===== config.mk =====
export PLATFORM = sky130hd
export DESIGN_NAME = opb_register_bank_simulink2ppc
export DESIGN_NICKNAME = d
export VERILOG_FILES = /design/src/rtl/opb_register_bank_pkg.sv /design/src/rtl/reg_snapshot_bank.sv /design/src/rtl/opb_register_bank_simulink2ppc.sv
export SDC_FILE = /design/constraint.sdc
export NUM_CORES = 1
export LEC_CHECK = 0
export ABC_AREA = 1
export CAP_MARGIN = 20
export CORE_MARGIN = 2
export CORE_UTILIZATION = 40
export CTS_BUF_LIST = sky130_fd_sc_hd__clkbuf_16
export CTS_CLUSTER_DIAMETER = 200
export DETAILED_ROUTE_END_ITERATION = 6
export PLACE_DENSITY_LB_ADDON = 0.08
export REMOVE_ABC_BUFFERS = 1
export SLEW_MARGIN = 20
export SYNTH_ARGS = -nofsm -noshare
export SYNTH_HDL_FRONTEND = slang
export SYNTH_SLANG_ARGS = --single-unit
export TNS_END_PERCENT = 30

===== constraint.sdc =====
create_clock -name OPB_Clk -period 5.1 [get_ports OPB_Clk]
set_input_delay 1.275 -clock OPB_Clk [delete_from_list [all_inputs] [get_ports OPB_Clk]]
set_output_delay 1.275 -clock OPB_Clk [all_outputs]
set_load 0.05 [all_outputs]

===== src/rtl/opb_register_bank_pkg.sv =====
// Shared register map, bit positions and helpers for the multi-channel
// simulink-to-PPC register bank.
package opb_register_bank_pkg;

    localparam logic [31:0] CTRL_OFFSET    = 32'h0000_0000;
    localparam logic [31:0] STATUS_OFFSET  = 32'h0000_0004;
    localparam logic [31:0] CH_BASE_OFFSET = 32'h0000_0008;

    localparam int CTRL_MODE_BIT    = 0;
    localparam int CTRL_SW_SNAP_BIT = 1;
    localparam int STATUS_NEW_BIT   = 31;
    localparam int SNAP_CNT_W       = 16;

    function automatic logic [31:0] status_word(input logic [SNAP_CNT_W-1:0] cnt,
                                                input logic new_flag);
        logic [31:0] w;
        w = '0;
        w[SNAP_CNT_W-1:0] = cnt;
        w[STATUS_NEW_BIT] = new_flag;
        return w;
    endfunction

endpackage


===== src/rtl/reg_snapshot_bank.sv =====
// Snapshot engine: strobe edge detect, per-channel capture registers,
// wrapping snapshot counter and sticky NEW flag (set beats clear).
module reg_snapshot_bank
    import opb_register_bank_pkg::*;
#(
    parameter int NUM_CH   = 4,
    parameter int CH_WIDTH = 32
) (
    input  logic                         clk,
    input  logic                         srst,
    input  logic [NUM_CH*CH_WIDTH-1:0]   data_in,
    input  logic                         user_snap,
    input  logic                         sw_snap,
    input  logic                         new_clr,
    output logic [NUM_CH*CH_WIDTH-1:0]   cap_data,
    output logic [SNAP_CNT_W-1:0]        snap_cnt,
    output logic                         new_flag
);

    logic                  snap_prev_q, snap_prev_d;
    logic [SNAP_CNT_W-1:0] snap_cnt_q, snap_cnt_d;
    logic                  new_q, new_d;
    logic                  snap_ev;

    assign snap_ev = (user_snap & ~snap_prev_q) | sw_snap;

    genvar gi;
    generate
        for (gi = 0; gi < NUM_CH; gi++) begin : g_cap
            logic [CH_WIDTH-1:0] cap_q, cap_d;

            always_comb begin
                cap_d = cap_q;
                if (snap_ev) begin
                    cap_d = data_in[gi*CH_WIDTH +: CH_WIDTH];
                end
            end

            always_ff @(posedge clk) begin
                if (srst) begin
                    cap_q <= '0;
                end else begin
                    cap_q <= cap_d;
                end
            end

            assign cap_data[gi*CH_WIDTH +: CH_WIDTH] = cap_q;
        end
    endgenerate

    always_comb begin
        snap_prev_d = user_snap;
        snap_cnt_d  = snap_cnt_q + SNAP_CNT_W'(snap_ev);
        new_d       = new_q;
        // A snapshot landing on the same cycle as a STATUS read must not be lost.
        if (snap_ev) begin
            new_d = 1'b1;
        end else if (new_clr) begin
            new_d = 1'b0;
        end
    end

    always_ff @(posedge clk) begin
        if (srst) begin
            snap_prev_q <= 1'b0;
            snap_cnt_q  <= '0;
            new_q       <= 1'b0;
        end else begin
            snap_prev_q <= snap_prev_d;
            snap_cnt_q  <= snap_cnt_d;
            new_q       <= new_d;
        end
    end

    assign snap_cnt = snap_cnt_q;
    assign new_flag = new_q;

endmodule


===== src/rtl/opb_register_bank_simulink2ppc.sv =====
// OPB slave window exposing C_NUM_CH user words, live or snapshotted,
// plus CTRL and clear-on-read STATUS registers.
module opb_register_bank_simulink2ppc
    import opb_register_bank_pkg::*;
#(
    parameter logic [31:0] C_BASEADDR   = 32'h0108_3A00,
    parameter logic [31:0] C_HIGHADDR   = 32'h0108_3AFF,
    parameter int          C_OPB_AWIDTH = 32,
    parameter int          C_OPB_DWIDTH = 32,
    parameter int          C_NUM_CH     = 4,
    parameter int          C_CH_WIDTH   = 32
) (
    input  logic                             OPB_Clk,
    input  logic                             OPB_Rst,
    output logic [0:31]                      Sl_DBus,
    output logic                             Sl_errAck,
    output logic                             Sl_retry,
    output logic                             Sl_toutSup,
    output logic                             Sl_xferAck,
    input  logic [0:31]                      OPB_ABus,
    input  logic [0:3]                       OPB_BE,
    input  logic [0:31]                      OPB_DBus,
    input  logic                             OPB_RNW,
    input  logic                             OPB_select,
    input  logic                             OPB_seqAddr,
    input  logic [C_NUM_CH*C_CH_WIDTH-1:0]   user_data_in,
    input  logic                             user_snap
);

    logic [C_OPB_AWIDTH-1:0]        addr;
    logic [31:0]                    off;
    logic [31:0]                    off_w;
    logic                           hit;
    logic                           access;
    logic                           wr_ctrl;
    logic                           sw_snap;
    logic                           rd_status;

    logic                           ack_q, ack_d;
    logic                           hit_prev_q, hit_prev_d;
    logic [C_OPB_DWIDTH-1:0]        dbus_q, dbus_d;
    logic [7:0]                     ctrl_q, ctrl_d;
    logic [C_NUM_CH*C_CH_WIDTH-1:0] live_q, live_d;

    logic [C_NUM_CH*C_CH_WIDTH-1:0] cap_data;
    logic [C_NUM_CH*C_CH_WIDTH-1:0] chan_src;
    logic [SNAP_CNT_W-1:0]          snap_cnt;
    logic                           new_flag;
    logic [C_OPB_DWIDTH-1:0]        rdata;

    assign addr  = OPB_ABus;
    assign hit   = OPB_select & (addr >= C_BASEADDR) & (addr <= C_HIGHADDR);
    assign off   = addr - C_BASEADDR;
    assign off_w = {off[31:2], 2'b00};

    // One ack per select assertion: a hit still present from before (including
    // across reset) must drop before another transfer is accepted.
    assign access    = hit & ~ack_q & ~hit_prev_q;
    assign wr_ctrl   = access & ~OPB_RNW & (off_w == CTRL_OFFSET) & OPB_BE[3];
    assign sw_snap   = wr_ctrl & OPB_DBus[30];
    assign rd_status = access & OPB_RNW & (off_w == STATUS_OFFSET);

    reg_snapshot_bank #(
        .NUM_CH   (C_NUM_CH),
        .CH_WIDTH (C_CH_WIDTH)
    ) u_snap (
        .clk       (OPB_Clk),
        .srst      (OPB_Rst),
        .data_in   (user_data_in),
        .user_snap (user_snap),
        .sw_snap   (sw_snap),
        .new_clr   (rd_status),
        .cap_data  (cap_data),
        .snap_cnt  (snap_cnt),
        .new_flag  (new_flag)
    );

    assign chan_src = ctrl_q[CTRL_MODE_BIT] ? cap_data : live_q;

    always_comb begin
        rdata = '0;
        if (off_w == CTRL_OFFSET) begin
            rdata = C_OPB_DWIDTH'(ctrl_q);
        end else if (off_w == STATUS_OFFSET) begin
            rdata = status_word(snap_cnt, new_flag);
        end else begin
            for (int i = 0; i < C_NUM_CH; i++) begin
                if (off_w == CH_BASE_OFFSET + 32'(4 * i)) begin
                    rdata = C_OPB_DWIDTH'(chan_src[i*C_CH_WIDTH +: C_CH_WIDTH]);
                end
            end
        end
    end

    always_comb begin
        ack_d      = access;
        hit_prev_d = hit;
        dbus_d     = (access & OPB_RNW) ? rdata : '0;
        live_d     = user_data_in;
        ctrl_d     = ctrl_q;
        if (wr_ctrl) begin
            ctrl_d                   = OPB_DBus[24:31];
            ctrl_d[CTRL_SW_SNAP_BIT] = 1'b0;
        end
    end

    always_ff @(posedge OPB_Clk) begin
        if (OPB_Rst) begin
            ack_q      <= 1'b0;
            hit_prev_q <= 1'b1;
            dbus_q     <= '0;
            ctrl_q     <= '0;
            live_q     <= '0;
        end else begin
            ack_q      <= ack_d;
            hit_prev_q <= hit_prev_d;
            dbus_q     <= dbus_d;
            ctrl_q     <= ctrl_d;
            live_q     <= live_d;
        end
    end

    assign Sl_xferAck = ack_q;
    assign Sl_DBus    = dbus_q;
    assign Sl_errAck  = 1'b0;
    assign Sl_retry   = 1'b0;
    assign Sl_toutSup = 1'b0;

    logic unused_ok;
    assign unused_ok = &{1'b0, OPB_seqAddr, off[1:0], OPB_BE[0:2], OPB_DBus[0:23]};

endmodule


==> flow_metrics.tcl, run 1 <==
set metrics [dict create \
    status "completed" \
    totalWireLength_mm 43.4 \
    post_cts_buffers 0 \
    p_leak_nw 8.56 \
    ys.flop_type "dfxtp_1" \
    clock_path_buffers 3 \
    critPathKind "in2reg" \
    core_um2 36600 \
    clock.fmax_mhz 213 \
    num_io_pins 238 \
    arrival_ns 5.11 \
    cts.sinks 315 \
    worstPathCellList "clkdlybuf4s50_1 > inv_1 > ha_1 > nor2_4 > nand2_4 > buf_4 > nand2_1 > nand3_1 > nand3_1 > nand2_1 > nor3b_2 > nand3_1 > nor4_4 > nand4_1 > buf_4 > buf_12 > nand3_1 > nand2_1 > nor2_1" \
    gp_congestion 0.852 \
    setup_viol 0 \
    fp.dieW_um 197 \
    clock_latency_ns 0.52 \
    clkTransAtPathRegs_ns 0.06 \
    h-tree-depth 2 \
    post-route-period-util_pct 92.2 \
    grt_pass1_wl_mm 69.3 \
    rows 70 \
    instances_no_fill 2947 \
    maxSlewViolCount 0 \
    ir_drop_uv 186 \
    cpLargestDelayFamily "buffers and inverters" \
    cp.required_ns 5.50 \
    setup_ws_ns 0.396 \
    crit_path_end_kind "flip-flop" \
    hold_violations 0 \
    yosysWarnings 0 \
    critPathMaxStageDelay_ns 0.66 \
    drv_cap 0 \
    portBuffers 206 \
    worst-path-buf-inv 5 \
    placed_area_um2 17700 \
    power_density_nw_per_um2 300 \
    utilization_pct 51.3 \
    synth_cell_types 45 \
    start_util_pct 40.6 \
    synthArstFlopShare_pct 0 \
    die_area_um2 38700 \
    final_area_um2 18800 \
    dp.cells 2884 \
    syn_to_final_growth_pct 26.4 \
    max-slew-margin-rel_pct 26.8 \
    crit_path_frequent_cell "nand3_1" \
    routedWlPerCell_um 14.7 \
    synth-edff-count 0 \
    startpoint_type "input port" \
    drt-pass1-iter-count 5 \
    ys_seq_area_share_pct 42.5 \
    mostFrequentLayoutCell "nor2_1" \
    min_period_ns 4.70 \
    hold_buffers 0 \
    grt_overflow 0 \
    drtAntennaViolNets 0 \
    grt_pass1_vias 13200 \
    layout.nets 2659 \
    dp_hpwl_mm 27.8 \
    syn_area_um2 14800 \
    synth.avg_cell_area_um2 6.64 \
    cts_tree "yes" \
    vias 14100 \
    drt-initial-drc-count 767 \
    ys_ff_latch 315 \
    tightest_slew_ns 1.10 \
    antenna_found_initial 7 \
    drc_errors 0 \
    drive_gt1_share_pct 8.51 \
    avgViaCountPerCell 4.79 \
    cts_root_buffer "clkbuf_16" \
    synthesis.instances 2235 \
    hold_ws_ns 0.447 \
    grt_max_degree 186 \
    most-common-layout-cells "nor2_1, nand2_1, inv_1" \
    slowest_stage "buf_4" \
    crit_path_max_fanout 185 \
    fin_skew_ns 0.0242 \
    grtUsageTotal_pct 22.3 \
    post-place-ws_ns -0.312 \
    numCtsBuffers 36 \
    fp.dieH_um 197 \
    hp-class "reg2reg" \
]
==> report_power, final <==
group,internal [mW],leakage [nW],switching (mW),total [mW]
combinational,0.297,5.38,0.342,0.639
clock,1.36,0.573,1.01,2.37
sequential,2.59,2.61,0.0322,2.63
==> state kept, by name (all words and copies together) (netlist names) <==
signal	cells
u_snap.snap_cnt	16
hit_prev_q	1
u_snap.new_flag	1
ctrl_q	7
Sl_DBus	32
u_snap.g_cap.cap_q	128
u_snap.snap_prev_q	1
Sl_xferAck	1
live_q	128
==> cells by family after synthesis <==
| group | share of synthesized area (%) |
|---|---|
| AOI/OAI and AO/OA | 12.2 |
| xor gates and xnor gates | 0.354 |
| adders and majority gates | 0.253 |
| buffers and inverters | 13.3 |
| DFF | 42.5 |
| other | 0.0253 |
| and+or+nand+nor | 31.4 |
==> path summary, 6_finish.rpt <==
| kind | slack, ns | end | startpoint | cells after the start |
|---|---|---|---|---|
| setup / recovery | 0.40 | u_snap.g_cap[2].cap_q[24] | OPB_ABus[22] | 19 |
| hold / removal | 0.45 | ctrl_q[4] | ctrl_q[4] | 2 |
| setup reg to reg | 2.45 | u_snap.snap_cnt[14] | hit_prev_q | 19 |
| hold reg to reg | 0.45 | ctrl_q[4] | ctrl_q[4] | 2 |
==> worst min-delay path: cells and delay by family (launching register included) <==
family          cells  cell delay [ns]
compound gates      1             0.05
buf+inv             1             0.04
flops               1             0.31
==> timing repair <==
action / in CTS / in global routing
hold endpoints to repair: 0 / 0
endpoints found under the setup margin: 0 / 5
resized for setup: 0 / 6
==> cell type report <==
type,count,area (um^2)
diodes,1,2.50
clock buffers,37,926
clock inverters,25,139
fillers,3765,17800
inverters,337,1270
multi-input cells,1447,6610
flip-flops and latches,315,6310
well taps,468,586
repair buffers,317,2930
==> cells in the mapped netlist (all sizes together) (4+ instances only) <==
cell	instances	area, um^2
xor2	5	43.8
nand4	15	93.8
a31oi	16	100
nor4	4	31.3
inv	336	1270
nor3	11	60.1
dfxtp	315	6310
nor2	433	1690
clkbuf	66	249
o21ai	90	450
o211ai	45	338
or2	4	25.0
a21oi	173	881
buf	70	439
nand3	204	1030
nand2	427	1670
==> metal layers <==
| metal | vias up | share of wire, % | GRT usage [%] |
|---|---|---|---|
| li1 | 7403 | - | - |
| met1 | 6376 | 47 | 30.0 |
| met2 | 269 | 46 | 37.3 |
| met3 | 65 | 5.2 | 4.36 |
| met4 | 10 | 1.5 | 4.79 |
| met5 | - | 0.15 | 0 |
==> metrics by stage <==
| step | power (mW) | TNS (ns) |
|---|---|---|
| 4_1_cts | 5.69 | 0 |
| 3_3_place_gp | 3.31 | -0.523 |
| 3_5_place_dp | 3.32 | -0.635 |
| 2_1_floorplan | 3.02 | -620.21 |
| 6_report | 5.63 | 0 |
| 5_1_grt | 5.90 | -0.0152 |
Power figures use the tool's default switching activity.
==> run 2: changes to the inputs <==
Settings changed: CELL_PAD_IN_SITES_DETAIL_PLACEMENT set to 0, CELL_PAD_IN_SITES_GLOBAL_PLACEMENT set to 2, CORE_UTILIZATION 40 to 26, TNS_END_PERCENT 30 to 100.
==> flow_metrics.tcl, run 2 (synthesized netlist as in run 1, its figures left out) <==
set metrics [dict create \
    hold_violations 0 \
    antenna_found_initial 9 \
    cts_root_buffer "clkbuf_16" \
    finalPower_mw 5.92 \
    drive_gt1_share_pct 10.8 \
    power_density_nw_per_um2 301 \
    regArea_um2 6310 \
    maxSlewViolCount 0 \
    drt-pass1-iter-count 5 \
    startpoint "OPB_ABus[5]" \
    num_io_pins 238 \
    syn_to_final_growth_pct 32.6 \
    nFillCells 6263 \
    hold_end "ctrl_q[4]" \
    tns_ns 0 \
    cts_tree "yes" \
    cp.required_ns 5.59 \
    totalWireLength_mm 51.8 \
    arrival_ns 5.26 \
    drtAntennaViolNets 0 \
    hp-class "reg2reg" \
    max-slew-margin-rel_pct 23.4 \
    tightest_slew_ns 1.15 \
    drv_cap 0 \
    clock_path_buffers 3 \
    r2r_end "u_snap.snap_cnt[14]" \
    numCtsBuffers 40 \
    grtUsageTotal_pct 17.4 \
    reg2regPathDepth 19 \
    rr_startpoint "hit_prev_q" \
    critPathKind "in2reg" \
    cpLargestDelayFamily "simple AND/OR/NAND/NOR gates" \
    clock_latency_ns 0.55 \
    layout.nets 2673 \
    rsz0062_at_grt "no" \
    core_um2 56400 \
    avgViaCountPerCell 4.39 \
    portBuffers 206 \
    worstHoldStart "ctrl_q[4]" \
    vias 14300 \
    crit_path_end_kind "flip-flop" \
    gp_congestion 0.822 \
    p_leak_nw 8.90 \
    multi_input_area_um2 6840 \
    grt_pass1_vias 13600 \
    slowest_stage "clkdlybuf4s50_1" \
    startpoint_type "input port" \
    grt_overflow 0 \
    rows 87 \
    hold_path_depth 2 \
    grt_max_degree 194 \
    fin_skew_ns 0.0155 \
    rrSetupSlack_ns 2.19 \
    setup_viol 0 \
    cts.sinks 315 \
    drc_errors 0 \
    fp.dieW_um 243 \
    status "completed" \
    dp_hpwl_mm 32.2 \
    critPathMaxStageDelay_ns 0.52 \
    clock.fmax_mhz 210 \
    post-route-period-util_pct 93.6 \
    fp.dieH_um 243 \
    start_util_pct 26.3 \
    mostFrequentLayoutCell "nor2_1" \
    die_area_um2 59000 \
    clkTransAtPathRegs_ns 0.06 \
    ir_drop_uv 191 \
    min_period_ns 4.77 \
    crit_path_max_fanout 4 \
    grt_pass1_wl_mm 80.0 \
    drt-initial-drc-count 651 \
    h-tree-depth 2 \
    worst-path-buf-inv 4 \
    most-common-layout-cells "nor2_1, nand2_1, inv_1" \
    routedWlPerCell_um 15.9 \
]
[run 2: cell type report]
cell class	instances	area share, %
antenna	2	0.0254
clock buffer	42	5.34
tap	756	4.80
inverter	337	6.48
multi-input combinational	1447	34.7
sequential	315	32.0
clock inverter	24	0.661
timing repair buffer	327	15.9
[run 2: worst max path at each step]
| stage | to | slack [ns] | cells after the start |
|---|---|---|---|
| final | u_snap.snap_cnt[14] | 0.33 | 26 |
| after CTS | u_snap.snap_cnt[14] | 0.04 | 27 |
| after global routing | u_snap.snap_cnt[14] | 0.01 | 26 |
| after global placement | u_snap.snap_cnt[14] | -0.62 | 27 |
| after floorplan | u_snap.snap_cnt[14] | -5.37 | 26 |
| after detailed placement | u_snap.snap_cnt[14] | -0.53 | 27 |
[run 2: worst reg2reg max path: cells and delay by family (launching register included)]
kind / cells / cell delay, ns
fa+ha+maj: 2 / 0.27
simple gates: 13 / 1.92
compound gates: 2 / 0.21
buf+inv: 2 / 0.15
flops: 1 / 0.31
[run 2: repair_timing]
item	4_1_cts	5_1_grt
hold buffers	0	0
resized for setup	0	89
endpoints found under the setup margin	0	5
buffers inserted	0	3
[run 2: power breakdown]
| group | switching (mW) | internal [mW] | total [mW] |
|---|---|---|---|
| sequential | 0.0328 | 2.60 | 2.63 |
| clock | 1.10 | 1.52 | 2.62 |
| combinational | 0.367 | 0.313 | 0.679 |
[run 2: layer usage]
layer	vias up	part of all wire (%)	track usage [%]
li1	7425	-	-
met1	6553	47	23.0
met2	199	47	29.2
met3	74	4.0	3.54
met4	16	1.7	3.79
met5	-	0.21	0
[run 2: through the flow]
step	instance area, um^2	worst slack (ns)	util (%)	hold slack [ns]	std cells
after global placement	18200	-0.620	32.2	0.437	3179
after detailed placement	18200	-0.527	32.2	0.437	3179
after CTS	19300	0.0421	34.3	0.450	3245
after global routing	19700	0.0118	34.9	0.468	3248
after floorplan	14100	-5.37	-	0.422	2099
final	19700	0.328	34.9	0.445	3250
==> run 3: changes to the inputs <==
Settings changed: ABC_CLOCK_PERIOD_IN_PS set to 5100.
==> results of run 3 <==
Final layout, timing and power as in run 2 (identical DEF).
